[src/rtl/gps_pkg.sv]
`default_nettype none
// ============================================================================
//  Module      : gps_pkg
//  Description : Shared types and constants for the NMEA sentence controller.
//  Revision    : 1.0 - initial release
// ============================================================================
package gps_pkg;

    typedef enum logic [2:0] {
        ST_IDLE   = 3'd0,
        ST_ADDR   = 3'd1,
        ST_BODY   = 3'd2,
        ST_CS_HI  = 3'd3,
        ST_CS_LO  = 3'd4,
        ST_EOL_CR = 3'd5,
        ST_EOL_LF = 3'd6
    } state_e;

    typedef enum logic [2:0] {
        ERR_NONE     = 3'd0,
        ERR_TRUNC    = 3'd1,
        ERR_BADHEX   = 3'd2,
        ERR_CHKSUM   = 3'd3,
        ERR_EOL      = 3'd4,
        ERR_OVERLONG = 3'd5,
        ERR_UART     = 3'd6
    } err_code_e;

    typedef enum logic [1:0] {
        TYPE_GGA   = 2'd0,
        TYPE_RMC   = 2'd1,
        TYPE_OTHER = 2'd2
    } out_type_e;

    localparam logic [7:0] C_ASCII_DOLLAR = 8'h24;
    localparam logic [7:0] C_ASCII_STAR   = 8'h2A;
    localparam logic [7:0] C_ASCII_CR     = 8'h0D;
    localparam logic [7:0] C_ASCII_LF     = 8'h0A;
    localparam logic [2:0] C_ADDR_LAST    = 3'd4;

    // Only the sentence formatter (last three address characters) matters.
    function automatic out_type_e classify(input logic [23:0] fmt);
        case (fmt)
            24'h474741: classify = TYPE_GGA;
            24'h524D43: classify = TYPE_RMC;
            default:    classify = TYPE_OTHER;
        endcase
    endfunction

    function automatic logic [15:0] sat_inc(input logic [15:0] v, input logic en);
        sat_inc = (en && (v != 16'hFFFF)) ? v + 16'd1 : v;
    endfunction

endpackage
`default_nettype wire

[src/rtl/gps_sentence_ctrl_if.sv]
`default_nettype none
// ============================================================================
//  Module      : gps_sentence_ctrl_if
//  Description : Byte input and sentence-descriptor handshake bundle.
//  Revision    : 1.0 - initial release
// ============================================================================
interface gps_sentence_ctrl_if;
    logic [7:0] rx_byte;
    logic       rx_valid;
    logic       byte_error;
    logic       out_valid;
    logic       out_ready;
    logic [1:0] out_type;
    logic [7:0] out_len;

    modport master (
        output rx_byte, rx_valid, byte_error, out_ready,
        input  out_valid, out_type, out_len
    );

    modport slave (
        input  rx_byte, rx_valid, byte_error, out_ready,
        output out_valid, out_type, out_len
    );
endinterface
`default_nettype wire

[src/rtl/gps_hex_nibble.sv]
`default_nettype none
// ============================================================================
//  Module      : gps_hex_nibble
//  Description : Decodes one upper-case ASCII hex digit into a nibble.
//  Revision    : 1.0 - initial release
// ============================================================================
module gps_hex_nibble (
    input  wire  [7:0] i_char,
    output logic [3:0] o_nibble,
    output logic       o_valid
);
    always_comb begin
        o_nibble = 4'd0;
        o_valid  = 1'b0;
        if (i_char >= 8'h30 && i_char <= 8'h39) begin
            o_nibble = i_char[3:0];
            o_valid  = 1'b1;
        end else if (i_char >= 8'h41 && i_char <= 8'h46) begin
            // 'A'..'F' have low nibbles 1..6
            o_nibble = i_char[3:0] + 4'd9;
            o_valid  = 1'b1;
        end
    end
endmodule
`default_nettype wire

[src/rtl/gps_sentence_ctrl.sv]
`default_nettype none
// ============================================================================
//  Module      : gps_sentence_ctrl
//  Description : NMEA sentence framer/checker with descriptor handshake,
//                rejection reporting, event counters and a stale-fix timer.
//  Revision    : 1.0 - initial release
// ============================================================================
module gps_sentence_ctrl
    import gps_pkg::*;
#(
    parameter int MAX_BYTES      = 128,
    parameter int TIMEOUT_CYCLES = 200_000_000
) (
    input  wire               clk,
    input  wire               rst,
    gps_sentence_ctrl_if.slave bus,
    output logic              err_pulse,
    output logic [2:0]        err_code,
    output logic [15:0]       good_cnt,
    output logic [15:0]       bad_cnt,
    output logic [15:0]       ovr_cnt,
    output logic              fix_stale
);
    localparam int               C_TMR_W   = $clog2(TIMEOUT_CYCLES + 1);
    localparam logic [C_TMR_W-1:0] C_TIMEOUT = C_TMR_W'(TIMEOUT_CYCLES);
    localparam logic [7:0]       C_MAX_LEN = 8'(MAX_BYTES);

    state_e              r_state_q,    w_state_d;
    logic [7:0]          r_len_q,      w_len_d;
    logic [7:0]          r_cks_q,      w_cks_d;
    logic [7:0]          r_rx_cs_q,    w_rx_cs_d;
    logic [2:0]          r_addr_cnt_q, w_addr_cnt_d;
    logic [23:0]         r_addr_q,     w_addr_d;
    logic                r_out_valid_q, w_out_valid_d;
    out_type_e           r_out_type_q, w_out_type_d;
    logic [7:0]          r_out_len_q,  w_out_len_d;
    logic                r_err_pulse_q, w_err_pulse_d;
    err_code_e           r_err_code_q, w_err_code_d;
    logic [15:0]         r_good_q,     w_good_d;
    logic [15:0]         r_bad_q,      w_bad_d;
    logic [15:0]         r_ovr_q,      w_ovr_d;
    logic [C_TMR_W-1:0]  r_tmr_q,      w_tmr_d;
    logic                r_stale_q,    w_stale_d;

    logic                w_err;
    err_code_e           w_err_kind;
    logic                w_done;
    logic                w_ovr;
    logic [3:0]          w_hi_nib, w_lo_nib;
    logic                w_hi_ok,  w_lo_ok;

    gps_hex_nibble u_hex_hi (.i_char(bus.rx_byte), .o_nibble(w_hi_nib), .o_valid(w_hi_ok));
    gps_hex_nibble u_hex_lo (.i_char(bus.rx_byte), .o_nibble(w_lo_nib), .o_valid(w_lo_ok));

    // Sentence framing FSM
    always_comb begin
        w_state_d    = r_state_q;
        w_len_d      = r_len_q;
        w_cks_d      = r_cks_q;
        w_rx_cs_d    = r_rx_cs_q;
        w_addr_cnt_d = r_addr_cnt_q;
        w_addr_d     = r_addr_q;
        w_err        = 1'b0;
        w_err_kind   = ERR_NONE;
        w_done       = 1'b0;
        if (bus.byte_error) begin
            if (r_state_q != ST_IDLE) begin
                w_err      = 1'b1;
                w_err_kind = ERR_UART;
                w_state_d  = ST_IDLE;
            end
        end else if (bus.rx_valid) begin
            if (bus.rx_byte == C_ASCII_DOLLAR) begin
                if (r_state_q != ST_IDLE) begin
                    w_err      = 1'b1;
                    w_err_kind = ERR_TRUNC;
                end
                w_state_d    = ST_ADDR;
                w_len_d      = 8'd1;
                w_cks_d      = 8'd0;
                w_addr_cnt_d = 3'd0;
            end else if (r_state_q != ST_IDLE) begin
                if (r_len_q >= C_MAX_LEN) begin
                    w_err      = 1'b1;
                    w_err_kind = ERR_OVERLONG;
                    w_state_d  = ST_IDLE;
                end else begin
                    w_len_d = r_len_q + 8'd1;
                    case (r_state_q)
                        ST_ADDR: begin
                            w_cks_d      = r_cks_q ^ bus.rx_byte;
                            w_addr_d     = {r_addr_q[15:0], bus.rx_byte};
                            w_addr_cnt_d = r_addr_cnt_q + 3'd1;
                            if (r_addr_cnt_q == C_ADDR_LAST) w_state_d = ST_BODY;
                        end
                        ST_BODY: begin
                            if (bus.rx_byte == C_ASCII_STAR) w_state_d = ST_CS_HI;
                            else                             w_cks_d   = r_cks_q ^ bus.rx_byte;
                        end
                        ST_CS_HI: begin
                            if (w_hi_ok) begin
                                w_rx_cs_d = {w_hi_nib, 4'd0};
                                w_state_d = ST_CS_LO;
                            end else begin
                                w_err      = 1'b1;
                                w_err_kind = ERR_BADHEX;
                                w_state_d  = ST_IDLE;
                            end
                        end
                        ST_CS_LO: begin
                            if (w_lo_ok) begin
                                w_rx_cs_d = {r_rx_cs_q[7:4], w_lo_nib};
                                w_state_d = ST_EOL_CR;
                            end else begin
                                w_err      = 1'b1;
                                w_err_kind = ERR_BADHEX;
                                w_state_d  = ST_IDLE;
                            end
                        end
                        ST_EOL_CR: begin
                            if (bus.rx_byte == C_ASCII_CR) begin
                                w_state_d = ST_EOL_LF;
                            end else begin
                                w_err      = 1'b1;
                                w_err_kind = ERR_EOL;
                                w_state_d  = ST_IDLE;
                            end
                        end
                        ST_EOL_LF: begin
                            w_state_d = ST_IDLE;
                            if (bus.rx_byte != C_ASCII_LF) begin
                                w_err      = 1'b1;
                                w_err_kind = ERR_EOL;
                            end else if (r_rx_cs_q != r_cks_q) begin
                                w_err      = 1'b1;
                                w_err_kind = ERR_CHKSUM;
                            end else begin
                                w_done = 1'b1;
                            end
                        end
                        default: w_state_d = ST_IDLE;
                    endcase
                end
            end
        end
    end

    // Descriptor handshake, error reporting, counters and stale timer
    always_comb begin
        w_out_valid_d = r_out_valid_q;
        w_out_type_d  = r_out_type_q;
        w_out_len_d   = r_out_len_q;
        w_ovr         = 1'b0;
        if (w_done) begin
            if (!r_out_valid_q || bus.out_ready) begin
                w_out_valid_d = 1'b1;
                w_out_type_d  = classify(r_addr_q);
                w_out_len_d   = w_len_d;
            end else begin
                w_ovr = 1'b1;
            end
        end else if (r_out_valid_q && bus.out_ready) begin
            w_out_valid_d = 1'b0;
        end

        w_err_pulse_d = w_err;
        w_err_code_d  = w_err ? w_err_kind : r_err_code_q;
        w_good_d      = sat_inc(r_good_q, w_done);
        w_bad_d       = sat_inc(r_bad_q, w_err);
        w_ovr_d       = sat_inc(r_ovr_q, w_ovr);

        w_tmr_d   = r_tmr_q;
        w_stale_d = r_stale_q;
        if (w_done) begin
            w_tmr_d   = '0;
            w_stale_d = 1'b0;
        end else if (r_tmr_q != C_TIMEOUT) begin
            w_tmr_d   = r_tmr_q + C_TMR_W'(1);
            w_stale_d = r_stale_q || (w_tmr_d == C_TIMEOUT);
        end
    end

    always_ff @(posedge clk) begin
        if (rst) begin
            r_state_q     <= ST_IDLE;
            r_len_q       <= 8'd0;
            r_cks_q       <= 8'd0;
            r_rx_cs_q     <= 8'd0;
            r_addr_cnt_q  <= 3'd0;
            r_addr_q      <= 24'd0;
            r_out_valid_q <= 1'b0;
            r_out_type_q  <= TYPE_GGA;
            r_out_len_q   <= 8'd0;
            r_err_pulse_q <= 1'b0;
            r_err_code_q  <= ERR_NONE;
            r_good_q      <= 16'd0;
            r_bad_q       <= 16'd0;
            r_ovr_q       <= 16'd0;
            r_tmr_q       <= '0;
            r_stale_q     <= 1'b1;
        end else begin
            r_state_q     <= w_state_d;
            r_len_q       <= w_len_d;
            r_cks_q       <= w_cks_d;
            r_rx_cs_q     <= w_rx_cs_d;
            r_addr_cnt_q  <= w_addr_cnt_d;
            r_addr_q      <= w_addr_d;
            r_out_valid_q <= w_out_valid_d;
            r_out_type_q  <= w_out_type_d;
            r_out_len_q   <= w_out_len_d;
            r_err_pulse_q <= w_err_pulse_d;
            r_err_code_q  <= w_err_code_d;
            r_good_q      <= w_good_d;
            r_bad_q       <= w_bad_d;
            r_ovr_q       <= w_ovr_d;
            r_tmr_q       <= w_tmr_d;
            r_stale_q     <= w_stale_d;
        end
    end

    assign bus.out_valid = r_out_valid_q;
    assign bus.out_type  = r_out_type_q;
    assign bus.out_len   = r_out_len_q;
    assign err_pulse     = r_err_pulse_q;
    assign err_code      = r_err_code_q;
    assign good_cnt      = r_good_q;
    assign bad_cnt       = r_bad_q;
    assign ovr_cnt       = r_ovr_q;
    assign fix_stale     = r_stale_q;

endmodule
`default_nettype wire

[src/flat_wrapper.sv]
// flat-port wrapper written by rule: the top's interface ports become plain ports
module gps_sentence_ctrl_flat import gps_pkg::*;
#(
    parameter int MAX_BYTES      = 128,
    parameter int TIMEOUT_CYCLES = 200_000_000
)
  (clk, rst, err_pulse, err_code, good_cnt, bad_cnt, ovr_cnt, fix_stale, bus_rx_byte, bus_rx_valid, bus_byte_error, bus_out_ready, bus_out_valid, bus_out_type, bus_out_len);
  gps_sentence_ctrl_if bus_i ();
  input  wire clk;
  input  wire rst;
  output logic err_pulse;
  output logic [2:0] err_code;
  output logic [15:0] good_cnt;
  output logic [15:0] bad_cnt;
  output logic [15:0] ovr_cnt;
  output logic fix_stale;
  input wire logic [$bits(bus_i.rx_byte)-1:0] bus_rx_byte;
  input wire logic [$bits(bus_i.rx_valid)-1:0] bus_rx_valid;
  input wire logic [$bits(bus_i.byte_error)-1:0] bus_byte_error;
  input wire logic [$bits(bus_i.out_ready)-1:0] bus_out_ready;
  output wire logic [$bits(bus_i.out_valid)-1:0] bus_out_valid;
  output wire logic [$bits(bus_i.out_type)-1:0] bus_out_type;
  output wire logic [$bits(bus_i.out_len)-1:0] bus_out_len;
  assign bus_i.rx_byte = bus_rx_byte;
  assign bus_i.rx_valid = bus_rx_valid;
  assign bus_i.byte_error = bus_byte_error;
  assign bus_i.out_ready = bus_out_ready;
  assign bus_out_valid = bus_i.out_valid;
  assign bus_out_type = bus_i.out_type;
  assign bus_out_len = bus_i.out_len;
  gps_sentence_ctrl #(.MAX_BYTES(MAX_BYTES), .TIMEOUT_CYCLES(TIMEOUT_CYCLES)) u_core (.clk(clk), .rst(rst), .bus(bus_i), .err_pulse(err_pulse), .err_code(err_code), .good_cnt(good_cnt), .bad_cnt(bad_cnt), .ovr_cnt(ovr_cnt), .fix_stale(fix_stale));
endmodule
[config.mk]
export PLATFORM = sky130hd
export DESIGN_NAME = gps_sentence_ctrl_flat
export DESIGN_NICKNAME = d
export VERILOG_FILES = /design/src/rtl/gps_pkg.sv /design/src/rtl/gps_sentence_ctrl_if.sv /design/src/rtl/gps_hex_nibble.sv /design/src/rtl/gps_sentence_ctrl.sv /design/src/flat_wrapper.sv
export SDC_FILE = /design/constraint.sdc
export NUM_CORES = 1
export LEC_CHECK = 0
export CAP_MARGIN = 5
export CORE_MARGIN = 1.5
export CORE_UTILIZATION = 53
export DETAILED_ROUTE_END_ITERATION = 16
export HOLD_SLACK_MARGIN = 0.06
export PLACE_DENSITY = 0.75
export SETUP_SLACK_MARGIN = 0.15
export SYNTH_ARGS = -nofsm -noshare
export SYNTH_HDL_FRONTEND = slang
export SYNTH_SLANG_ARGS = --single-unit
[constraint.sdc]
create_clock -name clk -period 3.4 [get_ports clk]
set_input_delay 0.85 -clock clk [delete_from_list [all_inputs] [get_ports clk]]
set_output_delay 0.85 -clock clk [all_outputs]
set_load 0.1 [all_outputs]
==> run summary <==
The last weighted congestion value of the routability-driven placer is 0.897. The number of nets produced by synthesis came out at 884. The TritonCTS buffer count came out at 17. The max-capacitance violation count is 0. The fraction of layout cells with a size suffix above 1 is 0.163.

The number of design-rule violations left by the first detailed-router iteration came out at 394. The total power divided by cell area is 426 mW/mm^2. In this run, synthesis inferred 0 flip-flops with an integrated enable. The final worst-path setup slack is 0.233 ns.

STA classifies the critical path endpoint as a flip-flop. The routed via count is 6,506. The average routed wire per standard cell is 14.9 um. The library cell occupying the most area in the post-synthesis netlist is sky130_fd_sc_hd__dfxtp_1. The count of input and output buffers is 76. No sink is reached through more buffers than the 2 on the longest clock path. The kind of cell adding the most delay to the critical path is buffers and inverters. CTS placed an instance of sky130_fd_sc_hd__clkbuf_16 at the clock tree root.

After detailed placement, the total cell area comes to 0.00819 sq mm. The final max-slew violation count is 0. The remaining routing DRC violations is 0.

The clock sink count is 146. The category of the worst setup path launch point is a primary input. Of all flip-flops after synthesis, the portion carrying an async set or reset was 0.

In the layout the commonest cells are sky130_fd_sc_hd__nor2_1 (146), sky130_fd_sc_hd__dfxtp_1 (146), sky130_fd_sc_hd__buf_4 (104), sky130_fd_sc_hd__nand2_1 (55), sky130_fd_sc_hd__xnor2_1 (49). Setup repair after global routing could not meet its margin everywhere. Timing analysis after detailed placement gives a worst setup slack of -0.191 ns. The die extent in y is 120 um.

The initial antenna violation count came out at 0. Compared with the post-synthesis result, the final layout area differs by 22.6%. The worst hold path belongs to the class flip-flop to flip-flop.

The maximum number of pins on one net before global-route repair is 47. The via count normalized by instance count is 5.66. The total setup violations reported at the end of the flow came out at 0.

Clock-pin slew was measured on the worst setup and hold paths at 0.06 ns. The number of different library cells used by synthesis comes to 69. The critical path goes through clkdlybuf4s50_1 -> inv_1 -> ha_1 -> o21bai_2 -> a2111oi_4 -> a21oi_2 -> buf_4 -> buf_4 -> or4_4 -> and3_1 -> o21a_1.

TritonCTS built the clock tree. The total routed wirelength is 17.1 mm. The post-synthesis register bit count came out at 146. The flow ran to the end, and the final reports show no timing, DRC or antenna violations. The number of buffer and inverter instances along the worst setup path came out at 4. Of the post-synthesis cell area, the dominant cell type holds 0.405. The die covers 0.0143 sq mm. The starting density of the core came out at 0.543. The first global-routing pass estimated 27.6 mm of wire. After synthesis, the cell types taking the most area are sky130_fd_sc_hd__dfxtp_1 (40%), sky130_fd_sc_hd__nor2_1 (7.6%), sky130_fd_sc_hd__xnor2_1 (5.9%). In this run the horizontal extent of the chip is 120 um.

The first detailed-routing pass ran for 5 iterations. Among all stages on the critical path, the largest delay is contributed by sky130_fd_sc_hd__or4_4. The via count of the first global-routing pass came to 5,873. The global router's overall resource usage came out at 0.238. The highest attainable clock frequency is 0.316 GHz. The category of the critical setup timing path is primary input to flip-flop. The number of antenna repair diodes is 0.

The final worst clock skew came out at 0.00727 ns. The most used flip-flop cell after synthesis is sky130_fd_sc_hd__dfxtp_1. The placement row count came out at 42.

The part of the cycle the worst path needs is 0.931. The number of hold violations in the final report came out at 0. The worst stage delay on the critical path came out at 0.57 ns. In this run the standard cell core region covers 0.0133 sq mm.

The pin slew with the least headroom to its limit is 0.718 ns. The detail route stage leaves a number of antenna-violating nets equal to 0. The final global-route overflow total came out at 0.

The synthesized area per cell is 8.42 sq um. The synthesized instance count is 858. The post-DP HPWL came out at 11.7 mm. The number of H-tree levels came out at 4. The cell repeated most along the worst path is sky130_fd_sc_hd__buf_4.

The portion of the post-synthesis area used by sequential elements came out at 0.405. The max-slew headroom at the worst pin is 0.517. The maximum VDD drop came out at 0.000383 V.

At the worst endpoint, the arrival time is 3.48 ns. The number of nets at the end of the flow came out at 987. The insertion delay of the later-clocked pin in the worst-skew pair came out at 0.43 ns. The finished layout cell area is 0.00886 sq mm. The number of buffers inserted by hold repair at cts came out at 0. The leakage power summed over all cells came out at 3.49 nW.

The required time at the endpoint of the critical path came out at 3.72 ns. In this run the cell area of the synthesized design comes to 0.00723 sq mm. For the finished layout, the period the worst path requires is 3.17 ns.

During synthesis, Yosys emitted a total of 0 warnings. Of all nets on the critical path, the largest fanout is 12. The top-level I/O count is 77.
state kept, by name, indices dropped and copies added (netlist names), 2 cells and up:
| register | cells |
|---|---|
| u_core.r_len_q | 8 |
| u_core.r_rx_cs_q | 8 |
| u_core.err_code | 3 |
| u_core.bus.out_type | 2 |
| u_core.good_cnt | 16 |
| u_core.r_state_q | 3 |
| u_core.r_addr_q | 24 |
| u_core.r_addr_cnt_q | 3 |
| u_core.bad_cnt | 16 |
| u_core.r_cks_q | 8 |
| u_core.ovr_cnt | 16 |
| u_core.r_tmr_q | 28 |
| u_core.bus.out_len | 8 |
synthesized netlist by cell type, types with 21 or more instances:
cell type	instances
sky130_fd_sc_hd__nand2_1	55
sky130_fd_sc_hd__nand4_1	26
sky130_fd_sc_hd__xor2_1	31
sky130_fd_sc_hd__o21ai_0	23
sky130_fd_sc_hd__nor3_1	32
sky130_fd_sc_hd__a21oi_1	41
sky130_fd_sc_hd__xnor2_1	49
sky130_fd_sc_hd__clkbuf_1	22
sky130_fd_sc_hd__nand3_1	32
sky130_fd_sc_hd__inv_1	31
sky130_fd_sc_hd__mux2i_1	32
sky130_fd_sc_hd__nor2_1	146
sky130_fd_sc_hd__or3_1	21
sky130_fd_sc_hd__dfxtp_1	146
sky130_fd_sc_hd__nor4_1	22
path summary, 6_finish.rpt:
path,startpoint,to,slack (ns),cells past startpoint
hold reg to reg,u_core.bus.out_len[5]$_SDFFE_PP0P_,u_core.bus.out_len[5]$_SDFFE_PP0P_,0.48,1
setup / recovery,bus_rx_byte[1],u_core.r_rx_cs_q[0]$_SDFFE_PP0P_,0.23,11
setup reg to reg,u_core.r_state_q[0]$_SDFFE_PP0P_,u_core.bus.out_len[0]$_SDFFE_PP0P_,0.58,8
hold / removal,u_core.bus.out_len[5]$_SDFFE_PP0P_,u_core.bus.out_len[5]$_SDFFE_PP0P_,0.48,1
cell type report:
cell class	instances	area, sq um
inverters	31	116
multi-input cells	647	4050
flip-flops and latches	146	2920
clock buffers	22	484
clock inverters	9	129
repair buffers	118	936
fillers	1116	4430
well taps	176	220
power breakdown:
group	switching [mW]	total, mW	internal (mW)
Clock	0.706	1.93	1.22
Sequential	0.00458	1.72	1.71
Combinational	0.0763	0.128	0.0517
Total	0.787	3.78	2.99
routing by layer:
| layer | vias up | GRT usage | routed length, um |
|---|---|---|---|
| met5 | - | 0 | 0 |
| met4 | 0 | 0.0945 | 310 |
| met3 | 26 | 0.0528 | 834 |
| met2 | 186 | 0.381 | 8050 |
| met1 | 3056 | 0.313 | 7930 |
| li1 | 3238 | - | - |
per-stage QoR:
step	hold slack, ns	cells	TNS (ns)	total power, mW	utilization
floorplan	0.460	858	0	1.82	-
global placement	0.464	1115	-0.311	1.88	0.616
detailed placement	0.474	1115	-1.70	1.88	0.616
CTS	0.483	1146	0	3.80	0.662
global route	0.510	1149	0	3.88	0.666
finish	0.484	1149	0	3.78	0.666
what timing repair did:
action / CTS / global route
endpoints found under the setup margin: 0 / 2
gates resized for setup: 0 / 4
hold endpoints to repair: 0 / 0
setup buffers: 0 / 1
kinds of logic (layout without fill, tap and decap cells):
logic type      after synthesis  in the layout  synth area share
flops                       146            146             0.405
simple gates                396            396             0.276
mux                          33             33            0.0459
xor+xnor                     80             80            0.0970
buf+inv                      67            180            0.0410
fa+ha+maj                    13             13            0.0225
compound gates              123            125             0.113
worst reg2reg max path: stages, from the launching register on:
cell and delay [ns]:
sky130_fd_sc_hd__dfxtp_1 0.72, sky130_fd_sc_hd__nor3_1 0.19, sky130_fd_sc_hd__or4_1 0.49, sky130_fd_sc_hd__nor3_1 0.34
sky130_fd_sc_hd__nand2_1 0.22, sky130_fd_sc_hd__nor2_1 0.14, sky130_fd_sc_hd__buf_4 0.22, sky130_fd_sc_hd__nor2_1 0.15
sky130_fd_sc_hd__o22a_1 0.23
Power figures use the tool's default switching activity.
